$ cat config.mk
export PLATFORM = sky130hd
export DESIGN_NAME = uart_cmd_rx
export DESIGN_NICKNAME = d
export VERILOG_FILES = /design/src/rtl/uart_cmd_rx.sv
export SDC_FILE = /design/constraint.sdc
export NUM_CORES = 1
export LEC_CHECK = 0
export CAP_MARGIN = 30
export CORE_MARGIN = 5
export CORE_UTILIZATION = 40
export CTS_BUF_LIST = sky130_fd_sc_hd__clkbuf_4
export DETAILED_ROUTE_END_ITERATION = 6
export GPL_TIMING_DRIVEN = 0
export HOLD_SLACK_MARGIN = 0.08
export PLACE_DENSITY = 0.59
export SETUP_SLACK_MARGIN = 0.05
export SLEW_MARGIN = 15
export SYNTH_ARGS = -nofsm -noshare
export SYNTH_HDL_FRONTEND = slang
export SYNTH_SLANG_ARGS = --single-unit
$ cat constraint.sdc
create_clock -name sys_clk -period 3.25 [get_ports sys_clk]
set_clock_uncertainty 0.05 [all_clocks]
set_input_delay 0.65 -clock sys_clk [delete_from_list [all_inputs] [get_ports sys_clk]]
set_output_delay 0.65 -clock sys_clk [all_outputs]
set_load 0.01 [all_outputs]
$ cat src/rtl/uart_cmd_rx.sv
// UART 8N1 receiver and SYNC/CMD/ARG/CHK command parser driving the analyzer trigger config.
// Optional inter-byte timeout inside a frame is enabled by defining UART_CMD_TIMEOUT_EN.
//
// state    | meaning
// RX_IDLE  | line idle, waiting for a falling edge
// RX_START | half-bit wait to confirm the start bit
// RX_DATA  | sampling 8 data bits at bit centres
// RX_STOP  | sampling the stop bit
// P_SYNC   | waiting for 8'hA5
// P_CMD    | expecting opcode byte
// P_ARG    | expecting argument byte
// P_CHK    | expecting checksum byte, command executes here
module uart_cmd_rx #(
  parameter int CLK_FREQ  = 50_000_000,
  parameter int BAUD_RATE = 115200
`ifdef UART_CMD_TIMEOUT_EN
  , parameter int TIMEOUT_CYCLES = 500_000
`endif
) (
  input  logic       sys_clk,
  input  logic       sys_rst_n,
  input  logic       uart_rx,
  output logic [7:0] trigger_mask,
  output logic [7:0] edge_trigger,
  output logic [7:0] trigger_type,
  output logic [1:0] trigger_mode,
  output logic       cfg_changed,
  output logic       run_pulse,
  output logic       stop_pulse,
  output logic       resend_pulse,
  output logic       cmd_err
);

  localparam int CLKS_PER_BIT = CLK_FREQ / BAUD_RATE;
  localparam int HALF_BIT     = CLKS_PER_BIT / 2;
  localparam int CNT_W        = $clog2(CLKS_PER_BIT + 1);
  localparam logic [CNT_W-1:0] BIT_LOAD  = CNT_W'(CLKS_PER_BIT - 1);
  localparam logic [CNT_W-1:0] HALF_LOAD = CNT_W'(HALF_BIT - 1);

  localparam logic [7:0] SYNC_BYTE  = 8'hA5;
  localparam logic [7:0] CMD_RUN    = 8'h01;
  localparam logic [7:0] CMD_STOP   = 8'h02;
  localparam logic [7:0] CMD_MODE   = 8'h03;
  localparam logic [7:0] CMD_CHCFG  = 8'h04;
  localparam logic [7:0] CMD_RESEND = 8'h05;

  typedef enum logic [1:0] {RX_IDLE, RX_START, RX_DATA, RX_STOP} rx_state_t;
  typedef enum logic [1:0] {P_SYNC, P_CMD, P_ARG, P_CHK} p_state_t;

  logic rx_s1_q, rx_s2_q, rx_prev_q;

  always_ff @(posedge sys_clk or negedge sys_rst_n) begin
    if (!sys_rst_n) begin
      rx_s1_q   <= 1'b1;
      rx_s2_q   <= 1'b1;
      rx_prev_q <= 1'b1;
    end else begin
      rx_s1_q   <= uart_rx;
      rx_s2_q   <= rx_s1_q;
      rx_prev_q <= rx_s2_q;
    end
  end

  rx_state_t        rx_state_q, rx_state_d;
  logic [CNT_W-1:0] bit_cnt_q, bit_cnt_d;
  logic [2:0]       bit_idx_q, bit_idx_d;
  logic [7:0]       shift_q, shift_d;
  logic             byte_valid_q, byte_valid_d;
  logic             frame_err_q, frame_err_d;

  always_ff @(posedge sys_clk or negedge sys_rst_n) begin
    if (!sys_rst_n) begin
      rx_state_q   <= RX_IDLE;
      bit_cnt_q    <= '0;
      bit_idx_q    <= '0;
      shift_q      <= '0;
      byte_valid_q <= 1'b0;
      frame_err_q  <= 1'b0;
    end else begin
      rx_state_q   <= rx_state_d;
      bit_cnt_q    <= bit_cnt_d;
      bit_idx_q    <= bit_idx_d;
      shift_q      <= shift_d;
      byte_valid_q <= byte_valid_d;
      frame_err_q  <= frame_err_d;
    end
  end

  always_comb begin
    rx_state_d   = rx_state_q;
    bit_cnt_d    = bit_cnt_q;
    bit_idx_d    = bit_idx_q;
    shift_d      = shift_q;
    byte_valid_d = 1'b0;
    frame_err_d  = 1'b0;
    case (rx_state_q)
      RX_IDLE: begin
        if (rx_prev_q && !rx_s2_q) begin
          rx_state_d = RX_START;
          bit_cnt_d  = HALF_LOAD;
        end
      end
      RX_START: begin
        if (bit_cnt_q == '0) begin
          // A line back high at mid start bit is a glitch, not a byte.
          if (!rx_s2_q) begin
            rx_state_d = RX_DATA;
            bit_cnt_d  = BIT_LOAD;
            bit_idx_d  = '0;
          end else begin
            rx_state_d = RX_IDLE;
          end
        end else begin
          bit_cnt_d = bit_cnt_q - 1'b1;
        end
      end
      RX_DATA: begin
        if (bit_cnt_q == '0) begin
          shift_d   = {rx_s2_q, shift_q[7:1]};
          bit_cnt_d = BIT_LOAD;
          if (bit_idx_q == 3'd7) rx_state_d = RX_STOP;
          else                   bit_idx_d  = bit_idx_q + 1'b1;
        end else begin
          bit_cnt_d = bit_cnt_q - 1'b1;
        end
      end
      RX_STOP: begin
        if (bit_cnt_q == '0) begin
          rx_state_d = RX_IDLE;
          if (rx_s2_q) byte_valid_d = 1'b1;
          else         frame_err_d  = 1'b1;
        end else begin
          bit_cnt_d = bit_cnt_q - 1'b1;
        end
      end
      default: rx_state_d = RX_IDLE;
    endcase
  end

  p_state_t   p_state_q, p_state_d;
  logic [7:0] cmd_q, cmd_d;
  logic [7:0] arg_q, arg_d;
  logic [7:0] mask_q, mask_d;
  logic [7:0] edge_q, edge_d;
  logic [7:0] type_q, type_d;
  logic [1:0] mode_q, mode_d;
  logic       cfg_q, cfg_d;
  logic       run_q, run_d;
  logic       stop_q, stop_d;
  logic       resend_q, resend_d;
  logic       err_q, err_d;
  logic       timeout;
  logic       cmd_ok;

`ifdef UART_CMD_TIMEOUT_EN
  localparam int TO_W = $clog2(TIMEOUT_CYCLES + 1);
  localparam logic [TO_W-1:0] TO_LOAD = TO_W'(TIMEOUT_CYCLES - 1);

  logic [TO_W-1:0] to_cnt_q;

  always_ff @(posedge sys_clk or negedge sys_rst_n) begin
    if (!sys_rst_n)                                to_cnt_q <= TO_LOAD;
    else if (p_state_q == P_SYNC || byte_valid_q)  to_cnt_q <= TO_LOAD;
    else if (to_cnt_q != '0)                       to_cnt_q <= to_cnt_q - 1'b1;
  end

  assign timeout = (p_state_q != P_SYNC) && (to_cnt_q == '0);
`else
  assign timeout = 1'b0;
`endif

  always_comb begin
    cmd_ok = 1'b0;
    case (cmd_q)
      CMD_RUN, CMD_STOP, CMD_RESEND: cmd_ok = 1'b1;
      CMD_MODE:  cmd_ok = (arg_q[7:2] == 6'd0) && (arg_q[1:0] != 2'd3);
      CMD_CHCFG: cmd_ok = !arg_q[7] && !arg_q[3] &&
                          (arg_q[2:0] inside {3'b000, 3'b001, 3'b011, 3'b101, 3'b111});
      default:   cmd_ok = 1'b0;
    endcase
  end

  always_ff @(posedge sys_clk or negedge sys_rst_n) begin
    if (!sys_rst_n) begin
      p_state_q <= P_SYNC;
      cmd_q     <= '0;
      arg_q     <= '0;
      mask_q    <= '0;
      edge_q    <= 8'hFF;
      type_q    <= '0;
      mode_q    <= '0;
      cfg_q     <= 1'b0;
      run_q     <= 1'b0;
      stop_q    <= 1'b0;
      resend_q  <= 1'b0;
      err_q     <= 1'b0;
    end else begin
      p_state_q <= p_state_d;
      cmd_q     <= cmd_d;
      arg_q     <= arg_d;
      mask_q    <= mask_d;
      edge_q    <= edge_d;
      type_q    <= type_d;
      mode_q    <= mode_d;
      cfg_q     <= cfg_d;
      run_q     <= run_d;
      stop_q    <= stop_d;
      resend_q  <= resend_d;
      err_q     <= err_d;
    end
  end

  always_comb begin
    p_state_d = p_state_q;
    cmd_d     = cmd_q;
    arg_d     = arg_q;
    mask_d    = mask_q;
    edge_d    = edge_q;
    type_d    = type_q;
    mode_d    = mode_q;
    cfg_d     = 1'b0;
    run_d     = 1'b0;
    stop_d    = 1'b0;
    resend_d  = 1'b0;
    err_d     = 1'b0;
    if (frame_err_q) begin
      p_state_d = P_SYNC;
      err_d     = 1'b1;
    end else if (timeout) begin
      // A byte landing on the timeout cycle starts the search for the next frame.
      err_d     = 1'b1;
      p_state_d = (byte_valid_q && shift_q == SYNC_BYTE) ? P_CMD : P_SYNC;
    end else if (byte_valid_q) begin
      case (p_state_q)
        P_SYNC: if (shift_q == SYNC_BYTE) p_state_d = P_CMD;
        P_CMD: begin
          cmd_d     = shift_q;
          p_state_d = P_ARG;
        end
        P_ARG: begin
          arg_d     = shift_q;
          p_state_d = P_CHK;
        end
        P_CHK: begin
          p_state_d = P_SYNC;
          if (shift_q != (cmd_q ^ arg_q) || !cmd_ok) begin
            err_d = 1'b1;
          end else begin
            case (cmd_q)
              CMD_RUN:    run_d    = 1'b1;
              CMD_STOP:   stop_d   = 1'b1;
              CMD_RESEND: resend_d = 1'b1;
              CMD_MODE: begin
                mode_d = arg_q[1:0];
                cfg_d  = 1'b1;
              end
              CMD_CHCFG: begin
                mask_d[arg_q[6:4]] = arg_q[0];
                type_d[arg_q[6:4]] = arg_q[1];
                edge_d[arg_q[6:4]] = ~arg_q[2];
                cfg_d              = 1'b1;
              end
              default: err_d = 1'b1;
            endcase
          end
        end
        default: p_state_d = P_SYNC;
      endcase
    end
  end

  assign trigger_mask = mask_q;
  assign edge_trigger = edge_q;
  assign trigger_type = type_q;
  assign trigger_mode = mode_q;
  assign cfg_changed  = cfg_q;
  assign run_pulse    = run_q;
  assign stop_pulse   = stop_q;
  assign resend_pulse = resend_q;
  assign cmd_err      = err_q;

endmodule

==> results of run 1 <==
[flip-flops by register name (all words and copies together), names as in the netlist, 2 cells and up, named ones only]
name and cells:
bit_cnt_q 9, arg_q 8, cmd_q 8, edge_trigger 8, shift_q 8, trigger_mask 8
trigger_type 8, bit_idx_q 3, p_state_q 2, trigger_mode 2
[cells in the final DEF (no fill, tap or decap), drive strengths merged, types with 2 or more instances in the layout]
master / Yosys / final
a211oi: 2 / 2
a21o: 3 / 3
a21oi: 7 / 7
a31oi: 2 / 2
and4b: 2 / 2
buf: 1 / 3
bufinv: 0 / 3
clkbuf: 9 / 19
clkdlybuf4s50: 0 / 32
clkinv: 0 / 2
dfrtp: 65 / 65
dfstp: 11 / 11
ha: 12 / 12
inv: 22 / 23
mux2: 42 / 42
mux2i: 10 / 10
nand2: 16 / 16
nand2b: 4 / 4
nand3: 5 / 5
nor2: 20 / 20
nor3: 6 / 6
nor3b: 3 / 3
nor4: 6 / 6
nor4b: 3 / 3
o21ai: 16 / 16
o21bai: 2 / 2
or3: 3 / 3
or4: 5 / 5
or4bb: 3 / 3
xnor3: 7 / 7
[where the power goes]
group	switching, uW	internal (uW)
sequential	66.5	1010
clock	344	401
combinational	333	227
[metrics by stage]
step	setup TNS [ns]	cell area, sq um	util [%]	power (uW)	std cells
4_1_cts	0	4450	48.4	2400	470
6_report	0	4460	48.5	2380	470
2_1_floorplan	0	3760	-	1500	308
5_1_grt	0	4460	48.5	2540	470
3_3_place_gp	-81.31	4230	46.0	1620	452
3_5_place_dp	0	4260	46.3	1640	453
[worst max-delay path, delay by kind of cell (launching register included)]
family / cells / cell delay [ns]
and+or+nand+nor: 4 / 1.98
muxes: 1 / 0.37
DFF: 1 / 0.42
[cells by family (layout without fill, tap and decap cells)]
logic type	Yosys count	count (layout)	synth area share, %
adder cells (fa/ha/maj)	12	12	3.99
buffers and inverters	32	83	3.29
XOR/XNOR	8	8	4.46
multiplexers	52	52	15.2
flip-flops	76	76	50.9
AO/OA/AOI/OAI	45	45	7.98
AND/OR/NAND/NOR	83	83	14.1
[per-layer routing]
layer | wire length, um | up-vias | share of wire [%] | track usage (%)
li1 | - | 1202 | - | -
met3 | 223 | 10 | 3.1 | 2.65
met4 | 100 | 0 | 1.4 | 5.48
met5 | 0 | - | 0 | 0
met1 | 3400 | 1212 | 47 | 17.5
met2 | 3500 | 44 | 48 | 23.2
[repair_timing]
action | in CTS | in global routing
buffers inserted | 0 | 0
endpoints found under the setup margin | 0 | 5
gates resized for setup | 0 | 1
hold buffers | 1 | 0
endpoints found under the hold margin | 10 | 0
[final timing paths]
kind	startpoint	endpoint	cells after the start
max in group asynchronous	sys_rst_n	rx_prev_q$_DFF_PN1_	3
hold / removal	rx_s1_q$_DFF_PN1_	rx_s2_q$_DFF_PN1_	0
min in group asynchronous	sys_rst_n	cmd_q[1]$_DFFE_PN0P_	2
setup / recovery	cmd_q[3]$_DFFE_PN0P_	trigger_mask[1]$_DFFE_PN0P_	5
hold reg to reg	rx_s1_q$_DFF_PN1_	rx_s2_q$_DFF_PN1_	0
setup reg to reg	cmd_q[3]$_DFFE_PN0P_	trigger_mask[1]$_DFFE_PN0P_	5
[layout make-up]
type	instances	area [sq um]
Fill cell	857	4740
Sequential cell	76	1920
Multi-Input combinational cell	200	1730
Timing Repair Buffer	35	365
Tap cell	111	139
Clock inverter	6	113
Inverter	22	82.6
Clock buffer	10	75.1
Buffer	10	41.3
==> qor.yml, run 1 <==
power_and_ir_drop:
  p_leak_uw: 0.00203
  ir_drop_mv: 0.328
  power_density_mw_per_mm2: 534
synth:
  ys_types: 52
  syn_nets: 323
  synthTopCellsByArea: "dfrtp_1 (43%), mux2_2 (13%), dfstp_2 (7.7%)"
  synth-seq-cells: 76
  yosysTopAreaCell: "dfrtp_1"
  ys_seq_area_share_pct: 50.9
  avgSynthCellArea_sq_um: 12.2
  ys.flop_type: "dfrtp_1"
  synthCells: 308
  synth-edff-count: 0
  syn_area_sq_mm: 0.00376
  synth_common_cells: "dfrtp_1 (65), mux2_2 (42), inv_1 (22), nor2_1 (20), nand2_1 (16)"
  ys_async_sr_fraction_pct: 100
  ys_warn_count: 0
  yosys.cell_count.top_type: "dfrtp_1"
  yosys.area.top_type_share_pct: 43.2
clock_tree:
  cts_buffers: 9
  tritoncts: "yes"
  clockBufferDepth: 2
  clk_latency_ns: 0.43
  htree_num_levels: 3
  clk_pin_slew_ns: 0.12
  clockRootBuffer: "clkbuf_4"
  cts.sinks: 76
timing:
  rsz0062_at_grt: "false"
  tightest_slew_ns: 0.561
  finalCriticalPeriod_ns: 2.92
  hold_viol: 0
  timing.hold.ws_ns: 0.313
  setup_violations: 0
  fmax_mhz: 343
  period_share_pct: 89.7
  maxSlewViolCount: 0
  relSlewSlack_pct: 62.3
  finalWorstSetupSlack_ns: 0.335
placement:
  gp_congestion: 0.784
  port_buffers: 33
  hpwl_mm: 5.16
  pre_cts_slack_ns: 0.329
final_layout:
  areaGrowthSynthToFinish_pct: 18.5
  drive_gt1_share_pct: 23.7
  diodes: 0
  finalNetCount: 369
die:
  start_util_pct: 40.9
  die_h_um: 107
  die_x_um: 107
  core_sq_mm: 0.00920
  dieArea_sq_mm: 0.0114
  ios: 34
  rows: 35
worst_setup_path:
  path_class: "flop to flop"
  required_ns: 3.51
  worst_ep_arrival_time_ns: 3.18
  cp_slowest_cell: "or4b_4"
  cpMostUsedCell: "or4_1"
  worstPathCellList: "or4_1, or4_1, or4b_4, nor4_4, mux2_2"
  rrSetupSlack_ns: 0.33
  setup.worst_path.end_class: "flop"
  cpPeakStageDelay_ns: 0.59
  cp_max_fo: 5
  worstSetupStartpointType: "flop"
detailed_routing:
  via_per_inst: 5.25
  drtAntennaViolNets: 0
  drcViolationCount: 0
  routed_wl_mm: 7.22
  drt_first_iter_violations: 71
  avgRoutedWirePerCell_um: 15.4
  dr.pass1.iters: 4
  vias: 2468
outcome:
  status: "completed"
global_route:
  antenna_found_initial: 0
  grt_pass1_wl_mm: 12.4
  gr-total-overflow: 0
  grtUsageTotal_pct: 13.8
  grt_pass1_vias: 2486
  grt_start_max_net_pins: 48
worst_hold_path:
  hold_path.class: "flop to flop"
job:
  maxCapViolations: 0
Note: power is estimated with default switching activity, not from simulation.
==> run 2, diff against run 1 <==
Settings changed: ABC_AREA from default to 1, GPL_TIMING_DRIVEN 0 to default, TNS_END_PERCENT from default to 50.
==> run 2 against run 1 <==
Fmax is 18% higher. Die area is 2.6% higher. Sequential share of layout area is 0.25 points lower. Count of clock-buffer cells in the layout is 1 lower. Final area is 0.59% higher. Global-route usage is 1.4 points higher. Combinational power is 13% lower. Clock power is 11% lower. Synthesized cell count is 57% higher. Wire length is 13% higher. Utilization is 0.40 points lower. Largest cell class unchanged.
==> qor.yml, run 2 <==
die:
  die_x_um: 108  # was 107 um
  die_h_um: 108  # was 107 um
  rows: 35  # unchanged
  core_sq_mm: 0.00933  # was 0.00920 sq mm
  start_util_pct: 41.5  # was 40.9%
  ios: 34  # unchanged
  dieArea_sq_mm: 0.0117  # was 0.0114 sq mm
synth:
  synth-edff-count: 0  # unchanged
  ys.flop_type: "dfrtp_1"  # unchanged
  ys_warn_count: 0  # unchanged
  yosys.area.top_type_share_pct: 42.1  # was 43.2%
  syn_nets: 498  # was 323
  ys_async_sr_fraction_pct: 100  # unchanged
  synth_common_cells: "nand2_1 (167), dfrtp_1 (65), inv_1 (44), o21ai_0 (38), nand4_1 (35)"  # was dfrtp_1 (65), mux2_2 (42), inv_1 (22), nor2_1 (20), nand2_1 (16)
  yosysTopAreaCell: "dfrtp_1"  # unchanged
  ys_seq_area_share_pct: 49.5  # was 50.9%
  syn_area_sq_mm: 0.00387  # was 0.00376 sq mm
  synth-seq-cells: 76  # unchanged
  avgSynthCellArea_sq_um: 8.01  # was 12.2 sq um
  synthTopCellsByArea: "dfrtp_1 (42%), nand2_1 (16%), dfstp_2 (7.5%)"  # was dfrtp_1 (43%), mux2_2 (13%), dfstp_2 (7.7%)
  synthCells: 483  # was 308
  ys_types: 31  # was 52
  yosys.cell_count.top_type: "nand2_1"  # was dfrtp_1
placement:
  dpl-instance-area_sq_mm: 0.00430  # was 0.00426 sq mm
  gp_congestion: 0.823  # was 0.784
  hpwl_mm: 5.78  # was 5.16 mm
  port_buffers: 33  # unchanged
worst_hold_path:
  hold_path.class: "input pin to asynchronous set/reset pin"  # was flop to flop
worst_setup_path:
  cpPeakStageDelay_ns: 0.77  # was 0.59 ns
  rrSetupSlack_ns: 0.77  # was 0.33 ns
  required_ns: 3.56  # was 3.51 ns
  cp_slowest_cell: "dfrtp_1"  # was or4b_4
  setup.worst_path.end_class: "flop"  # unchanged
  cp_max_fo: 24  # was 5
  worstPathCellList: "inv_2, nand2_1, nand3_1, nand2_1, nand2_1, nor2_2, nand3_4, nor2_4, nand4_1, nand2_1"  # was or4_1, or4_1, or4b_4, nor4_4, mux2_2
  worst_ep_arrival_time_ns: 2.79  # was 3.18 ns
  path_class: "flop to flop"  # unchanged
  worstSetupStartpointType: "flop"  # unchanged
  cpMostUsedCell: "nand2_1"  # was or4_1
final_layout:
  fillers: 886  # was 857
  areaGrowthSynthToFinish_pct: 15.9  # was 18.5%
  largest_reg_flops: 9  # unchanged
  final_cell_mix: "nand2_1 (167), dfrtp_1 (65), inv_1 (44)"  # was dfrtp_1 (65), mux2_2 (42), clkdlybuf4s50_1 (32)
  diodes: 0  # unchanged
  finalNetCount: 533  # was 369
  drive_gt1_share_pct: 9.18  # was 23.7%
  fin_area_sq_mm: 0.00448  # was 0.00446 sq mm
  layout_commonest_cell: "nand2_1"  # was dfrtp_1
  largest_register: "bit_cnt_q"  # unchanged
clock_tree:
  htree_num_levels: 3  # unchanged
  clockRootBuffer: "clkbuf_4"  # unchanged
  cts_setup_buffers: 0  # unchanged
  tritoncts: "yes"  # unchanged
  cts_buffers: 9  # unchanged
  clk_latency_ns: 0.42  # was 0.43 ns
  cts.sinks: 76  # unchanged
  clk_pin_slew_ns: 0.13  # was 0.12 ns
  cts_resized: 0  # unchanged
  clockBufferDepth: 2  # unchanged
  hold_buffers: 0  # was 1
global_route:
  grt_start_max_net_pins: 77  # was 48
  grt_pass1_vias: 3019  # was 2486
  gr-total-overflow: 0  # unchanged
  grt_pass1_wl_mm: 14.2  # was 12.4 mm
  antenna_found_initial: 0  # unchanged
  grtUsageTotal_pct: 15.2  # was 13.8%
power_and_ir_drop:
  power_density_mw_per_mm2: 492  # was 534 mW/mm^2
  pwr-share-seq_pct: 47.7  # was 45.2%
  combPwrFrac_pct: 22.1  # was 23.5%
  clock_power_share_pct: 30.1  # was 31.3%
  p_leak_uw: 0.00214  # was 0.00203 uW
  ir_drop_mv: 0.412  # was 0.328 mV
  switching_share_pct: 32.0  # was 31.2%
  p_int_uw: 1500  # was 1640 uW
  p_switching_uw: 707  # was 744 uW
job:
  maxCapViolations: 0  # unchanged
detailed_routing:
  via_per_inst: 4.96  # was 5.25
  drt_first_iter_violations: 115  # was 71
  drcViolationCount: 0  # unchanged
  dr.pass1.iters: 4  # unchanged
  routed_wl_mm: 8.17  # was 7.22 mm
  avgRoutedWirePerCell_um: 12.5  # was 15.4 um
  vias: 3237  # was 2468
  drtAntennaViolNets: 0  # unchanged
timing:
  tightest_slew_ns: 0.631  # was 0.561 ns
  setup_violations: 0  # unchanged
  setup_tns_ns: 0  # unchanged
  finalCriticalPeriod_ns: 2.48  # was 2.92 ns
  hold_viol: 0  # unchanged
  period_share_pct: 76.3  # was 89.7%
  maxSlewViolCount: 0  # unchanged
  rsz0062_at_grt: "false"  # unchanged
  relSlewSlack_pct: 57.9  # was 62.3%
  fmax_mhz: 403  # was 343 MHz
outcome:
  status: "completed"  # unchanged
run 2: cell count changes in the layout (fill, tap and decap cells not counted), sizes merged, moves of 7 or more:
cell,change
mux2,-42
clkbuf,-10
inv,+30
nand2,+153
nor2,+20
nand4,+34
mux2i,-10
xnor3,-7
o21ai,+27
nand3,+16
run 2: cell type report:
class                   count  area, sq um  share of cell area, %
repair buffers             34          348                   7.76
inverters                  55          206                   4.60
flip-flops and latches     76         1920                   42.7
multi-input cells         342         1680                   37.6
well taps                 129          161                   3.60
clock inverters             7          101                   2.26
clock buffers               9         67.6                   1.51
run 2: worst paths after layout:
path                                 startpoint                          end  cells after the start
max                        arg_q[4]$_DFFE_PN0P_  trigger_mask[3]$_DFFE_PN0P_                     10
min                                   sys_rst_n  trigger_mode[1]$_DFFE_PN0P_                      1
max reg2reg                arg_q[4]$_DFFE_PN0P_  trigger_mask[3]$_DFFE_PN0P_                     10
min reg2reg                   rx_s1_q$_DFF_PN1_            rx_s2_q$_DFF_PN1_                      0
max in group asynchronous             sys_rst_n          rx_prev_q$_DFF_PN1_                      2
min in group sys_clk          rx_s1_q$_DFF_PN1_            rx_s2_q$_DFF_PN1_                      0
run 2: cell families after synthesis:
logic type                 count (synthesis)  share of synthesized area, %
AOI/OAI and AO/OA                         54                          7.44
xor gates and xnor gates                   3                         0.680
adders and majority gates                 12                          3.88
buffers and inverters                     65                          6.92
DFF                                       76                          49.5
and+or+nand+nor                          273                          31.5
run 2: power groups by stage:
stage               registers, uW  clock network (uW)  logic, uW
global placement             1070                   0        480
global route                 1060                 736        596
CTS                          1050                 693        492
floorplan                    1060                   0        382
finish                       1050                 664        488
detailed placement           1070                   0        490
run 2: layer usage:
metal | routed length, um | GRT usage [%]
met5 | 0 | 0
met3 | 395 | 3.46
met2 | 3820 | 25.0
met1 | 3870 | 19.8
met4 | 90 | 4.87
run 2: per-stage QoR:
step / std cells / utilization (%) / total power (uW) / worst slack [ns] / hold slack, ns
6_report: 652 / 48.1 / 2210 / 0.771 / 0.0983
5_1_grt: 652 / 48.1 / 2390 / 0.495 / 0.104
4_1_cts: 651 / 47.9 / 2240 / 0.779 / 0.316
3_5_place_dp: 635 / 46.0 / 1560 / 0.794 / 0.297
3_3_place_gp: 635 / 46.0 / 1550 / 0.889 / 0.296
2_1_floorplan: 483 / - / 1440 / 1.43 / 0.295
run 2: critical path: cells and delay by family (launching register included):
kind | cells | cell delay, ns
AND/OR/NAND/NOR | 9 | 1.33
buffers and inverters | 1 | 0.28
flip-flops | 1 | 0.77
